File: src/rtl/alu_arbiter.sv
// Shares one combinational 16-bit ALU between two requesters and registers the result
// in a one-deep response slot. Define ALU_ARB_FIXED_PRIO_EN for fixed req0 priority.
module alu_arbiter #(
    parameter int DATA_W = 16,
    parameter int CTRL_W = 3
) (
    input  logic              clk,
    input  logic              rst,
    input  logic              req0_valid,
    output logic              req0_ready,
    input  logic [DATA_W-1:0] req0_a,
    input  logic [DATA_W-1:0] req0_b,
    input  logic [CTRL_W-1:0] req0_ctrl,
    input  logic              req1_valid,
    output logic              req1_ready,
    input  logic [DATA_W-1:0] req1_a,
    input  logic [DATA_W-1:0] req1_b,
    input  logic [CTRL_W-1:0] req1_ctrl,
    output logic [DATA_W-1:0] alu_a,
    output logic [DATA_W-1:0] alu_b,
    output logic [CTRL_W-1:0] alu_ctrl,
    input  logic [DATA_W-1:0] alu_out,
    input  logic              alu_flag,
    output logic              rsp_valid,
    input  logic              rsp_ready,
    output logic              rsp_id,
    output logic [DATA_W-1:0] rsp_data,
    output logic              rsp_flag
);

    // Handshake: a request transfers when reqN_valid && reqN_ready; ready depends on both
    // valids and on the response slot, never the other way round. The response side
    // drains on rsp_valid && rsp_ready.
    logic              winner;
    logic              any_valid;
    logic              slot_open;
    logic              xfer;
    logic              rsp_valid_q, rsp_valid_d;
    logic              rsp_id_q, rsp_id_d;
    logic              rsp_flag_q, rsp_flag_d;
    logic [DATA_W-1:0] rsp_data_q, rsp_data_d;

    assign any_valid = req0_valid || req1_valid;
    assign slot_open = !rsp_valid_q || rsp_ready;

`ifdef ALU_ARB_FIXED_PRIO_EN
    always_comb begin
        winner = !req0_valid;
    end
`else
    logic last_gnt_q, last_gnt_d;

    // Under contention the requester not granted last wins.
    always_comb begin
        winner = !req0_valid;
        if (req0_valid && req1_valid) begin
            winner = !last_gnt_q;
        end
    end

    always_comb begin
        last_gnt_d = last_gnt_q;
        if (xfer) begin
            last_gnt_d = winner;
        end
    end

    always_ff @(posedge clk) begin
        if (rst) begin
            last_gnt_q <= 1'b1;
        end else begin
            last_gnt_q <= last_gnt_d;
        end
    end
`endif

    assign req0_ready = !rst && slot_open && req0_valid && !winner;
    assign req1_ready = !rst && slot_open && req1_valid && winner;
    assign xfer       = req0_ready || req1_ready;

    // The ALU sees the winner even while the slot is blocked.
    always_comb begin
        alu_a    = '0;
        alu_b    = '0;
        alu_ctrl = '0;
        if (any_valid) begin
            alu_a    = winner ? req1_a    : req0_a;
            alu_b    = winner ? req1_b    : req0_b;
            alu_ctrl = winner ? req1_ctrl : req0_ctrl;
        end
    end

    always_comb begin
        rsp_valid_d = rsp_valid_q;
        rsp_id_d    = rsp_id_q;
        rsp_data_d  = rsp_data_q;
        rsp_flag_d  = rsp_flag_q;
        if (xfer) begin
            rsp_valid_d = 1'b1;
            rsp_id_d    = winner;
            rsp_data_d  = alu_out;
            rsp_flag_d  = alu_flag;
        end else if (rsp_ready) begin
            rsp_valid_d = 1'b0;
        end
    end

    always_ff @(posedge clk) begin
        if (rst) begin
            rsp_valid_q <= 1'b0;
            rsp_id_q    <= 1'b0;
            rsp_data_q  <= '0;
            rsp_flag_q  <= 1'b0;
        end else begin
            rsp_valid_q <= rsp_valid_d;
            rsp_id_q    <= rsp_id_d;
            rsp_data_q  <= rsp_data_d;
            rsp_flag_q  <= rsp_flag_d;
        end
    end

    assign rsp_valid = rsp_valid_q;
    assign rsp_id    = rsp_id_q;
    assign rsp_data  = rsp_data_q;
    assign rsp_flag  = rsp_flag_q;

endmodule

File: config.mk
export PLATFORM = sky130hd
export DESIGN_NAME = alu_arbiter
export DESIGN_NICKNAME = d
export VERILOG_FILES = /design/src/rtl/alu_arbiter.sv
export SDC_FILE = /design/constraint.sdc
export NUM_CORES = 1
export LEC_CHECK = 0
export BUFFER_PORTS_ARGS = -buffer_cell sky130_fd_sc_hd__buf_4
export CAP_MARGIN = 20
export CORE_MARGIN = 2
export CORE_UTILIZATION = 30
export CTS_BUF_LIST = sky130_fd_sc_hd__clkbuf_8
export DETAILED_ROUTE_END_ITERATION = 8
export HOLD_SLACK_MARGIN = 0.02
export PLACE_DENSITY = 0.67
export SYNTH_ARGS = -nofsm -noshare
export SYNTH_HDL_FRONTEND = slang
export SYNTH_SLANG_ARGS = --single-unit
File: constraint.sdc
create_clock -name clk -period 1.3 [get_ports clk]
set_input_delay 0.065 -clock clk [delete_from_list [all_inputs] [get_ports clk]]
set_output_delay 0.065 -clock clk [all_outputs]
set_load 0.05 [all_outputs]
==> metrics.csv <==
stage,metric,value,unit
route,ant_nets,0,
synth,syn-cell-area,0.001543,mm2
sta,fin_crit,1.601,ns
synth,ys.flop_type,dfxtp_1,
floorplanning,num_rows,26,
critical_path,cp-end-kind,primary output,
synth,synth_common_cells,"36 x inv_1, 36 x nand2_1, 35 x mux2i_1",
outcome,violations,setup timing,
floorplanning,die_w,75.71,um
global_route,antenna_found_initial,0,
outcome,status,"finished, violations left",
global_route,grt_usage,19.33,%
placed_design,dp_cells,418,
route,detail_route.vias_per_cell,4.513,
floorplanning,die_h,75.71,um
run,drv_cap,0,
clock_tree,cts.sinks,20,
sta,clock.fmax,624.6,MHz
clock_tree,cts.clk_slew.worst_paths,0.07,ns
final_layout,fin_nets,452,
power,switching_power,0.001150,W
synth,synthesis.nets,301,
floorplanning,die-area,0.005732,mm2
sta,worst_pin_slew,0.3987,ns
final_layout,layout.cells.non_filler,429,
global_route,grt_overflow,0,
synth,synth.area.top_cells,"dfxtp_1 26%, mux2i_1 23%, inv_1 8.8%",
clock_tree,clockBufferDepth,2,
critical_path,cp_data_arrival_time,1.54,ns
power,power_leakage,1.660,nW
power,intPower,0.001683,W
final_layout,antenna_cells,0,
global_route,grt_pass1_wl,8.611,mm
critical_path,r2r-start,rsp_valid$_SDFFE_PP0P_,
power,p_seq_share,23.9,%
route,drtIter0Drc,31,
placed_design,pre_cts_slack,-0.06223,ns
synth,synth_cell_type_count,23,
min_path,hold_class,in -> reg,
final_layout,nFillCells,388,
sta,hold_viol,0,
floorplanning,io_pins,148,
synth,async_flop_share,0,%
route,post_drt_wl_per_cell,13.99,um
power,ir_worst_vdd,0.8925,mV
synth,synthesis.instances,209,
floorplanning,start_util,30.60,%
placed_design,post-dp-hpwl,4.395,mm
clock_tree,clkLatencyLatePin,0.26,ns
synth,synth_warnings,0,
synth,ys_ff_latch,20,
placed_design,io_buffers,147,
power,p_total,0.002833,W
clock_tree,numCtsBuffers,3,
synth,synth-edff-count,0,
placed_design,routabilityCongestion,0.6888,
synth,yosysTopAreaCellShare,25.95,%
final_layout,drive_gt1_share,59.05,%
critical_path,worstSetupPathType,reg -> out,
synth,synth_area_leader_cell,dfxtp_1,
sta,slew_headroom,73.42,%
clock_tree,cts_tree,built,
sta,min_period_over_period,123.2,%
synth,postSynthAreaPerCell,7.381,um2
floorplanning,core_area,0.005042,mm2
sta,drv_slew,0,
sta,rsz0062_at_grt,yes,
route,vias,1936,
route,drc_errors,0,
power,p_sw_share,40.59,%
synth,synth-seq-area-share,25.95,%
min_path,hold_start,alu_out[9],
route,routed_wl,6.003,mm
final_layout,synthToLayoutAreaGrowth,126.3,%
critical_path,crit_required,1.24,ns
power,power_density,811.5,mW/mm2
global_route,grt_pass1_vias,1880,
clock_tree,cts-root-buf,clkbuf_8,
critical_path,cp-startpoint,last_gnt_q$_SDFFE_PP1P_,
route,firstDrtPassIters,4,
power,clkPwrFrac,16.8,%
clock_tree,postCtsHoldBufs,0,
clock_tree,h-tree-depth,1,
final_layout,multi_input_area,0.001319,mm2
power,p_comb_share,59.3,%
critical_path,cp-start-kind,flop,
sta,setup_viol,36,
final_layout,regArea,405.4,um2
global_route,grt_max_degree,39,
sta,setup_ws,-0.3010,ns
sta,fin_skew,0.002433,ns
critical_path,crit_path_max_fanout,8,
[worst paths after layout]
check	slack, ns	depth (start not counted)	to
min reg2reg	0.48	2	rsp_data[9]$_SDFFE_PP0P_
max reg2reg	0.27	4	rsp_data[13]$_SDFFE_PP0P_
min	0.07	3	rsp_data[9]$_SDFFE_PP0P_
max	-0.30	5	alu_a[12]
[sequential cells by signal, indices dropped and copies added (netlist names)]
name        flops
last_gnt_q      1
rsp_data       16
rsp_flag        1
rsp_id          1
rsp_valid       1
[layout by cell type (no fill, tap or decap), drive strengths merged]
cell type,Yosys,layout
nor2,2,2
nand3,1,1
o21bai,1,1
nand2,36,36
nor2b,1,1
and3,1,1
nor3,1,1
nand2b,1,1
mux2i,35,35
o21ai,19,19
dfxtp,20,20
nand3b,17,17
a21oi,20,20
clkbuf,4,5
buf,13,162
inv,37,37
[cells by family after synthesis]
kind of cell | Yosys count | share of synthesized area (%)
and+or+nand+nor | 60 | 19.87
buffers and inverters | 54 | 18.09
AOI/OAI and AO/OA | 40 | 13.38
muxes | 35 | 22.71
DFF | 20 | 25.95
[per-layer routing]
layer	global-route usage [%]	share of wire [%]	up-vias
met5	0	0	-
met4	4.288	0.77	0
met3	5.423	12	4
met2	37.29	52	91
met1	20.73	36	864
li1	-	-	977
[stage by stage]
step	utilization (%)	area, um2	hold WS, ns	TNS [ns]
2_1_floorplan	-	1949	0.1717	-1.328
3_3_place_gp	61.69	3110	0.3421	-0.5667
3_5_place_dp	61.69	3110	0.3490	-0.8606
4_1_cts	68.01	3430	0.07196	-10.08
5_1_grt	69.23	3491	0.07694	-10.88
6_report	69.23	3491	0.07101	-9.182
[final cells by class]
cell class	instances	area share (%)
clock buffers	4	1.577
repair buffers	163	42.54
flip-flops and latches	20	11.61
multi-input cells	135	37.78
well taps	70	2.509
inverters	37	3.978
[worst max-delay path, cell delays in order (launching register included)]
cell,delay [ns]
dfxtp_2,0.33
o21ai_4,0.17
buf_12,0.16
buf_16,0.17
mux2i_4,0.25
buf_6,0.18
[power by group through the flow]
stage | Combinational, W | Sequential (W) | Clock (W)
after floorplan | 0.000889 | 0.000830 | 0
after global placement | 0.00149 | 0.000690 | 0
after detailed placement | 0.00151 | 0.000691 | 0
after CTS | 0.00166 | 0.000677 | 0.000481
after global routing | 0.00176 | 0.000682 | 0.000511
final | 0.00168 | 0.000677 | 0.000476
[repair_timing]
| action | CTS | global route |
|---|---|---|
| gates resized for setup | 44 | 13 |
| setup buffers | 4 | 3 |
| setup endpoints to repair | 37 | 37 |
| gates cloned | 2 | 1 |
| pin swaps | 2 | 2 |
Note: power is estimated with default switching activity, not from simulation.
